==> src/rtl/regfile_writeback_arbiter.sv <==
// Register-file write port arbiter: the ALU path wins every cycle, and mul/div results
// wait in an in-order FIFO. Each FIFO entry has a live bit that a younger ALU write clears.
module regfile_writeback_arbiter #(
  parameter int DEPTH = 4,
  parameter int PTR_W = 2
) (
  input  logic             clk,
  input  logic             rst_n,
  input  logic             alu_wr_en,
  input  logic [4:0]       alu_wr_reg,
  input  logic [31:0]      alu_wr_data,
  input  logic             md_valid,
  output logic             md_ready,
  input  logic [4:0]       md_wr_reg,
  input  logic [31:0]      md_wr_data,
  output logic             reg_write,
  output logic [4:0]       write_reg,
  output logic [31:0]      write_data,
  output logic [31:0]      pending_mask,
  output logic [PTR_W:0]   fifo_count
);

  localparam logic [PTR_W:0] FULL_CNT = (PTR_W + 1)'(DEPTH);

  logic [4:0]       fifo_reg  [DEPTH];
  logic [31:0]      fifo_data [DEPTH];
  logic [DEPTH-1:0] live_reg;
  logic [DEPTH-1:0] live_next;
  logic [PTR_W-1:0] wr_ptr_reg;
  logic [PTR_W-1:0] rd_ptr_reg;
  logic [PTR_W:0]   count_reg;
  logic [31:0]      entry_onehot [DEPTH];

  logic alu_eff;
  logic md_accept;
  logic push;
  logic pop;
  logic in_live;

  assign alu_eff   = alu_wr_en && (alu_wr_reg != 5'd0);
  assign md_ready  = (count_reg != FULL_CNT);
  assign md_accept = md_valid && md_ready;
  // A register-0 result is accepted but takes no slot.
  assign push      = md_accept && (md_wr_reg != 5'd0);
  assign pop       = !alu_eff && (count_reg != '0);
  // The incoming result is older than a same-edge ALU write to the same register.
  assign in_live   = !(alu_eff && (md_wr_reg == alu_wr_reg));

  generate
    for (genvar gi = 0; gi < DEPTH; gi++) begin : g_entry
      assign live_next[gi] =
          (push && (wr_ptr_reg == PTR_W'(gi))) ? in_live :
          (pop  && (rd_ptr_reg == PTR_W'(gi))) ? 1'b0 :
          (alu_eff && (fifo_reg[gi] == alu_wr_reg)) ? 1'b0 :
          live_reg[gi];
      assign entry_onehot[gi] = live_reg[gi] ? (32'd1 << fifo_reg[gi]) : 32'd0;
    end
  endgenerate

  always_comb begin
    pending_mask = 32'd0;
    for (int i = 0; i < DEPTH; i++) begin
      pending_mask = pending_mask | entry_onehot[i];
    end
  end

  assign fifo_count = count_reg;

  always_ff @(posedge clk) begin
    if (push) begin
      fifo_reg[wr_ptr_reg]  <= md_wr_reg;
      fifo_data[wr_ptr_reg] <= md_wr_data;
    end
  end

  always_ff @(posedge clk or negedge rst_n) begin
    if (!rst_n) begin
      live_reg   <= '0;
      wr_ptr_reg <= '0;
      rd_ptr_reg <= '0;
      count_reg  <= '0;
    end else begin
      live_reg <= live_next;
      if (push) wr_ptr_reg <= wr_ptr_reg + 1'b1;
      if (pop)  rd_ptr_reg <= rd_ptr_reg + 1'b1;
      case ({push, pop})
        2'b10:   count_reg <= count_reg + 1'b1;
        2'b01:   count_reg <= count_reg - 1'b1;
        default: count_reg <= count_reg;
      endcase
    end
  end

  // A squashed head still pops, but only as a bubble; address and data hold.
  always_ff @(posedge clk or negedge rst_n) begin
    if (!rst_n) begin
      reg_write  <= 1'b0;
      write_reg  <= 5'd0;
      write_data <= 32'd0;
    end else if (alu_eff) begin
      reg_write  <= 1'b1;
      write_reg  <= alu_wr_reg;
      write_data <= alu_wr_data;
    end else if (pop && live_reg[rd_ptr_reg]) begin
      reg_write  <= 1'b1;
      write_reg  <= fifo_reg[rd_ptr_reg];
      write_data <= fifo_data[rd_ptr_reg];
    end else begin
      reg_write  <= 1'b0;
    end
  end

endmodule
==> config.mk <==
export PLATFORM = sky130hd
export DESIGN_NAME = regfile_writeback_arbiter
export DESIGN_NICKNAME = d
export VERILOG_FILES = /design/src/rtl/regfile_writeback_arbiter.sv
export SDC_FILE = /design/constraint.sdc
export NUM_CORES = 1
export LEC_CHECK = 0
export CORE_MARGIN = 8
export CORE_UTILIZATION = 27
export CTS_CLUSTER_DIAMETER = 60
export CTS_CLUSTER_SIZE = 20
export DETAILED_ROUTE_END_ITERATION = 16
export PLACE_DENSITY_LB_ADDON = 0.25
export SYNTH_ARGS = -nofsm -noshare
export SYNTH_HDL_FRONTEND = slang
export SYNTH_SLANG_ARGS = --single-unit
==> constraint.sdc <==
create_clock -name clk -period 6.7 [get_ports clk]
set_clock_uncertainty 0.2 [all_clocks]
set_input_delay 2.01 -clock clk [delete_from_list [all_inputs] [get_ports clk]]
set_output_delay 2.01 -clock clk [all_outputs]
set_load 0.01 [all_outputs]
**Word-level counts from Yosys, hierarchy flattened**

Memories as Yosys holds them, arrays and structs flattened.
Index checks and enable logic that the tools add are counted.

- $add $sub $neg: 4
- $mul: 0
- Divide/modulo/power cells: 0
- Order comparisons: 1
- Equal/unequal tests: 14
- Shifts and indexed selects: 4
- Multiplexer cells: 27
- Bitwise logic cells: 3
- Reductions and logical operators: 31

Operators with widths:

| kind | count |
|---|---|
| $mux W32 | 6 |
| $shl A1 B5 Y32 const A | 4 |
| $or A32 B32 Y32 | 3 |
| $eq A5 B5 Y1 | 5 |
| $logic_and A1 B1 Y1 | 18 |
| $mux W1 | 17 |
| $reduce_bool A3 Y1 | 5 |
| $eq A2 B2 Y1 const B | 5 |
| $mux W5 | 2 |
| $reduce_bool A5 Y1 | 2 |
| $eq A2 B1 Y1 const B | 3 |
| $pmux W3 S2 | 1 |
| $add A2 B1 Y2 const B | 2 |
| $logic_not A2 Y1 | 2 |
| $reduce_bool A2 Y1 | 2 |
| $add A3 B1 Y3 const B | 1 |
| $lt A2 B3 Y1 const B | 1 |
| $ne A3 B3 Y1 const B | 1 |
| $sub A3 B1 Y3 const B | 1 |
| $bmux W1 S2 | 1 |
| $logic_not A1 Y1 | 2 |

- Flip-flop bits (word level): 49
- Bits in latches: 0
- Bits in writable memories: 148
- ROM bits: 0
- Bits of input ports: 78
- Output and inout port bits: 74
- Logic and storage cells: 96
- Memories kept: 2

Memory list:

| memory | words | bits a word | read ports | clocked after memory_dff | wr ports | RTL line | source |
|---|---|---|---|---|---|---|---|
| fifo_data | 4 | 32 | 1 | 0 | 1 | 26 | `logic [31:0] fifo_data [DEPTH];` |
| fifo_reg | 4 | 5 | 5 | 0 | 1 | 25 | `logic [4:0] fifo_reg [DEPTH];` |

**Depth between registers and ports, before layout**

Gate-level depths: netlist of run 1.

- Depth after elaboration: 7
- Gate-level depth with buffers: 12
- Mapped depth without buffers: 10

**Least setup slack after synthesis of run 1**

No wires, ideal clock.

- Path kind: input to register
- Start: input port alu_wr_reg[1]
- End: register count_reg[2], in the netlist fifo_count[2]
- Library setup time: 79 ps
- Arrival time: 4,186 ps
- Required time: 6,421 ps
- Setup slack: 2,234 ps
- Stages: 12
- Buffers on the path: 2
- Cell sequence: buf_4 > or3_4 > o31ai_4 > buf_6 > nand2_2 > inv_1 > ha_1 > inv_1 > fa_1 > xor2_1 > nor2_1 > xor2_1

- Longest elaborated chain between the ends: 6
- Elaborated cells on any way between the ends: 8
- Classes of those cells: eq/ne: 2; mux: 1; reduce/logical: 5

Ends and longest elaborated chain:

| what | RTL line | source |
|---|---|---|
| start: declaration | 10 | `input logic [4:0] alu_wr_reg,` |
| $reduce_bool A5 Y1 * | 40 | `assign alu_eff = alu_wr_en && (alu_wr_reg != 5'd0);` |
| $logic_and A1 B1 Y1 * | 40 |  |
| $logic_not A1 Y1 * | 45 | `assign pop = !alu_eff && (count_reg != '0);` |
| $logic_and A1 B1 Y1 * | 45 |  |
| via pop | 37 | `logic pop;` |
| $eq A2 B1 Y1 / $eq A2 B2 Y1 (equally long branches) | 86 | `case ({push, pop})` |
| $pmux W3 S2 / $reduce_bool A2 Y1 (equally long branches) | -- |  |
| end signal: assignment | 87 | `2'b10: count_reg <= count_reg + 1'b1;` |
| end signal: assignment | 88 | `2'b01: count_reg <= count_reg - 1'b1;` |
| end signal: assignment | 89 | `default: count_reg <= count_reg;` |
| end: declaration | 31 | `logic [PTR_W:0] count_reg;` |

Mark *: on every way through the listed nets, which the timed path passes. The rest lies on a longest branch.
A chain may end at the register's enable or synchronous reset.

==> impl_metrics.ini, run 1 <==
[sta]
timing.fmax_mhz = 201
worstMarginPinSlew_ps = 1020
period_minus_slack_ps = 4980
slew_headroom = 0.320
setup_tns_ps = 0
setup_viol = 0
period_share = 0.743
rsz0062_at_grt = false
hold_viol = 0
slew_viol_final = 0

[layout]
fin_nets = 828
syn_to_final_growth_pct = 26.7
layout-drive-gt1-share = 0.205
fillerInstances = 3361
largest_reg_flops = 128

[yosys]
syn_inst = 607
synth_area_leader_cell = edfxtp_1
ys_seq_area_frac = 0.601
dominantRegCellSynth = edfxtp_1
ys_ff_latch = 197
postSynthAreaPerCell_um2 = 15.5
synth_top_area_frac = 0.471
synth-edff-count = 148
synth.net_count = 695
synth_cell_types = 54
synth-async-reset-ratio = 0.249
netlist_area_um2 = 9430
synth.area.top_cells = edfxtp_1, dfrtp_1, mux4_2
yosys_warnings = 0

[global_routing]
grt_pass1_vias = 6542
gr-total-overflow = 0
grt_max_degree = 50
grt.total_usage = 0.125
antenna_found_initial = 2
grt_pass1_wl_um = 39800

[placement]
hpwlAfterDp_um = 17600
gp_congestion = 0.860
port_buffers = 151

[die]
start_util = 0.274
rows = 68
die_h_um = 203
dieArea_um2 = 41200
core_area_um2 = 34500
ios = 152
die_w_um = 203

[clock_tree]
cts.htree.levels = 4
clkSinkCount = 197
path_clk_slew_ps = 70
numCtsBuffers = 17
cts_tree = yes
cts_buffer_depth = 2
clockRootBuffer = clkbuf_16
post_cts_buffers = 0
post_cts_resized = 0
cts_hold_buf = 0
worstSkewPairLatency_ps = 430

[worst_setup_path]
worstPathCellList = nor4bb_1, and3_1, a31oi_1, o221ai_1, clkdlybuf4s50_1
rrSetupSlack_ps = 4100
crit_family = simple AND/OR/NAND/NOR gates
reg2reg_from = fifo_count[1]
cp-end-kind = output port
critPathBufInv = 1
crit_path_max_fanout = 14
max_stage_delay_ps = 670
crit_type = reg2out
required_ps = 4490
cp-start-kind = flop
critical_path_depth = 5
rr_worst_depth = 9
cp_data_arrival_time_ps = 2770
reg2reg_to = fifo_count[2]
cpMaxStageDelayCell = edfxtp_1

[min_path]
holdPathStages = 1
min_to = write_data[0]
min_from = write_data[0]
hold_class = reg2reg

[detailed_routing]
vias = 5935
routed_wl_um = 25900
first_iter_violations = 433
dr.pass1.iters = 5
wl_per_cell_um = 21.4
antenna_left = 0
via_per_inst = 4.90
route.detailed.drc = 0

[power_and_ir_drop]
ir_drop_v = 0.000176
p_leak_uw = 0.00414
finalPower_uw = 4710
powerDensity_nw_per_um2 = 394

[flow_run]
max-cap-violations = 0

[status]
status = finished, final reports clean
worst max-delay path by stage:
stage / from / to / slack (ps)
after floorplan: alu_wr_reg[1] / fifo_count[2] / 2230
after global placement: md_wr_reg[2] / fifo_count[2] / 1620
after detailed placement: md_wr_reg[2] / fifo_count[2] / 1580
after CTS: fifo_reg[1][0] / pending_mask[14] / 1730
after global routing: fifo_reg[2][3] / pending_mask[24] / 1600
final: fifo_reg[1][0] / pending_mask[14] / 1720
cell families after synthesis:
kind of cell    share of synthesized area
xor+xnor                           0.0279
mux                                 0.186
buf+inv                            0.0299
flops                               0.601
simple gates                       0.0763
fa+ha+maj                          0.0141
compound gates                     0.0644
area by class of cell:
cell class	count	area, um^2	area share
Antenna cell	2	5.00	0.000419
Clock inverter	5	82.6	0.00691
Inverter	14	52.6	0.00440
Timing Repair Buffer	156	1540	0.129
Multi-Input combinational cell	354	3480	0.291
Tap cell	455	569	0.0477
Sequential cell	197	5670	0.475
Clock buffer	27	544	0.0456
per-stage QoR:
step	std cells	area, um^2	utilization	hold WS, ps	setup WS [ps]
6_report	1210	11900	0.347	315	1720
5_1_grt	1208	11900	0.347	327	1600
4_1_cts	1208	11900	0.347	316	1730
2_1_floorplan	607	9430	-	327	2230
3_5_place_dp	1176	11300	0.328	296	1580
3_3_place_gp	1176	11300	0.328	296	1620
cells in the final DEF, fill, tap and decap left out, types with 3 or more instances in the layout:
cell / count
a21oi_1: 6
mux2i_1: 5
mux4_2: 38
nor2b_1: 11
o221ai_1: 21
nor2_1: 23
nand4_1: 5
o211ai_1: 9
o22ai_1: 3
or3b_2: 4
o22a_1: 3
ha_1: 9
a31oi_1: 5
inv_2: 4
nand3_1: 20
clkdlybuf4s50_1: 150
nand3b_1: 5
nor3_1: 5
xor2_1: 12
nand2b_1: 8
edfxtp_1: 148
mux2_4: 28
o32ai_1: 6
clkbuf_1: 3
a22oi_1: 10
mux2_2: 37
nand2_1: 17
xnor2_1: 18
dfrtp_1: 47
a211o_1: 4
and2_1: 5
nor4_1: 5
clkbuf_8: 6
buf_4: 5
and3_1: 10
clkbuf_16: 18
inv_1: 10
synthesized netlist by cell type (3+ instances only):
library cell  count
edfxtp_1        148
nand3b_1          5
nand2b_1          8
o22a_1            3
clkbuf_1         24
dfrtp_1          49
xnor2_1          18
a22oi_1          10
nand3_1          20
inv_1            14
o211ai_1          9
and3_1           10
a31oi_1           5
buf_6             8
a21oi_1           6
nand4_1           5
nand2_1          17
nor2b_1          11
mux2_4           28
a211o_1           4
nor2_1           23
buf_1             5
nor4_1            5
mux2i_1           5
o32ai_1           6
mux4_2           38
nor3_1            5
ha_1              9
or3b_2            4
buf_2             3
and2_1            5
mux2_2           37
xor2_1           12
o221ai_1         21
o22ai_1           3
where the power goes:
| part | switching [uW] | internal [uW] | total, uW |
|---|---|---|---|
| clock | 434 | 636 | 1070 |
| combinational | 813 | 940 | 1750 |
| sequential | 212 | 1670 | 1880 |
per-layer routing:
metal / routed length, um / part of all wire / GRT usage / up-vias
met5: 13 / 0.00050 / 0 / -
met4: 578 / 0.022 / 0.0461 / 2
met1: 11700 / 0.45 / 0.162 / 2990
met3: 1800 / 0.070 / 0.0352 / 41
li1: - / - / - / 2656
met2: 11800 / 0.46 / 0.199 / 246
Power figures use the tool's default switching activity.
==> run 2, diff against run 1 <==
clock period = 4 ns   (was 6.7 ns; I/O delays follow)
==> run 2 against run 1 <==
  * Register-to-register slack got worse by 2700 ps
  * Setup slack worse by 1600 ps
  * Sequential cell count unchanged
  * Final cell count rose by 3.1%
  * Via count is 2.5% higher
  * Critical endpoint is now pending_mask[16]
  * Largest power group unchanged
==> impl_metrics.ini, run 2 (synthesized netlist as in run 1, its figures left out) <==
[status]
status = finished, final reports clean

[power_and_ir_drop]
clkPwrFrac = 0.210
powerDensity_nw_per_um2 = 644
switchingPower_uw = 2540
swShare = 0.321
finalPower_uw = 7900
p_seq_frac = 0.403
internal-power_uw = 5370
p_leak_uw = 0.00430
p_comb_frac = 0.387
ir_drop_v = 0.000335

[clock_tree]
cts.htree.levels = 4
post_cts_buffers = 0
cts_tree = yes
cts_hold_buf = 0
clkSinkCount = 197
numCtsBuffers = 17
clockRootBuffer = clkbuf_16
worstSkewPairLatency_ps = 430
cts_buffer_depth = 2
path_clk_slew_ps = 70

[layout]
regArea_um2 = 5670
multiInputGateArea_um2 = 3500
fillerInstances = 3363
layout-drive-gt1-share = 0.254
stdcell_count = 1247
syn_to_final_growth_pct = 30.2
largest_reg_flops = 128
fin_nets = 867
final_cell_mix = clkdlybuf4s50_1, edfxtp_1, dfrtp_1, buf_4, mux4_2
layout_commonest_cell = clkdlybuf4s50_1
antenna_cells = 0

[placement]
dp_slack_ps = -80.7
hpwlAfterDp_um = 19000
port_buffers = 151
gp_congestion = 0.870
placed_cells_incl_taps = 1215

[worst_setup_path]
reg2reg_from = rd_ptr_reg[0]
required_ps = 2600
crit_type = reg2out
cp-start-kind = flop
crit_family = simple AND/OR/NAND/NOR gates
max_stage_delay_ps = 560
crit_path_max_fanout = 6
cpMaxStageDelayCell = clkdlybuf4s50_1
critPathLaunch = fifo_reg[2][3]
cp-end-kind = output port
cp_data_arrival_time_ps = 2490
critPathBufInv = 1
worstPathCellList = nor2_4, nand3_1, nor3_1, a211o_1, clkdlybuf4s50_1

[detailed_routing]
first_iter_violations = 461
wl_per_cell_um = 21.4
antenna_left = 0
via_per_inst = 4.88
routed_wl_um = 26700
route.detailed.drc = 0
dr.pass1.iters = 5
vias = 6086

[sta]
setup_tns_ps = 0
timing.hold.ws_ps = 312
slew_headroom = 0.397
hold_viol = 0
period_minus_slack_ps = 3890
setup_viol = 0
slew_viol_final = 0
layout_setup_ws_ps = 108
period_share = 0.973
worstMarginPinSlew_ps = 904
timing.fmax_mhz = 257
rsz0062_at_grt = false

[global_routing]
grt_pass1_vias = 6643
grt_pass1_wl_um = 40700
antenna_found_initial = 2
grt.total_usage = 0.128
grt_max_degree = 38
gr-total-overflow = 0

[min_path]
min_from = write_data[15]
hold_class = reg2reg

[die]
core_area_um2 = 34500
die_w_um = 203
start_util = 0.274
ios = 152
dieArea_um2 = 41200
die_h_um = 203
rows = 68

[flow_run]
max-cap-violations = 0
## run 2: through the flow
stage / area [um^2] / util
after floorplan: 9430 / -
after global placement: 11700 / 0.339
after detailed placement: 11700 / 0.339
after CTS: 12300 / 0.356
after global routing: 12300 / 0.356
final: 12300 / 0.356
## run 2: repair_timing
action | CTS | global route
setup endpoints to repair | 1 | 12
gates resized for setup | 1 | 6
endpoints found under the hold margin | 0 | 0
## run 2: layout make-up
| cell class | instances | area share |
|---|---|---|
| inverter | 14 | 0.00428 |
| sequential | 197 | 0.462 |
| timing repair buffer | 195 | 0.155 |
| clock inverter | 14 | 0.0121 |
| tap | 455 | 0.0464 |
| multi-input combinational | 354 | 0.285 |
| clock buffer | 18 | 0.0350 |
## run 2: path summary, 6_finish.rpt
path	slack, ps	cells past startpoint	end
hold reg to reg	310	1	write_data[15]
min in group asynchronous	690	1	write_data[11]
setup / recovery	110	5	pending_mask[16]
setup reg to reg	1360	5	write_data[1]
hold / removal	310	1	write_data[15]
max in group asynchronous	2180	2	rd_ptr_reg[0]
## run 2: power groups by stage
stage	registers, uW	logic (uW)	clock network (uW)
after floorplan	3140	1850	0
after global placement	3230	3110	0
after detailed placement	3230	3110	0
after CTS	3200	3120	1720
after global routing	3260	3300	1790
final	3180	3060	1660
## run 2: routing by layer
metal	up-vias	track usage	share of wire
li1	2731	-	-
met1	3068	0.168	0.45
met2	245	0.204	0.46
met3	38	0.0402	0.069
met4	4	0.0342	0.016
met5	-	0	0.0010
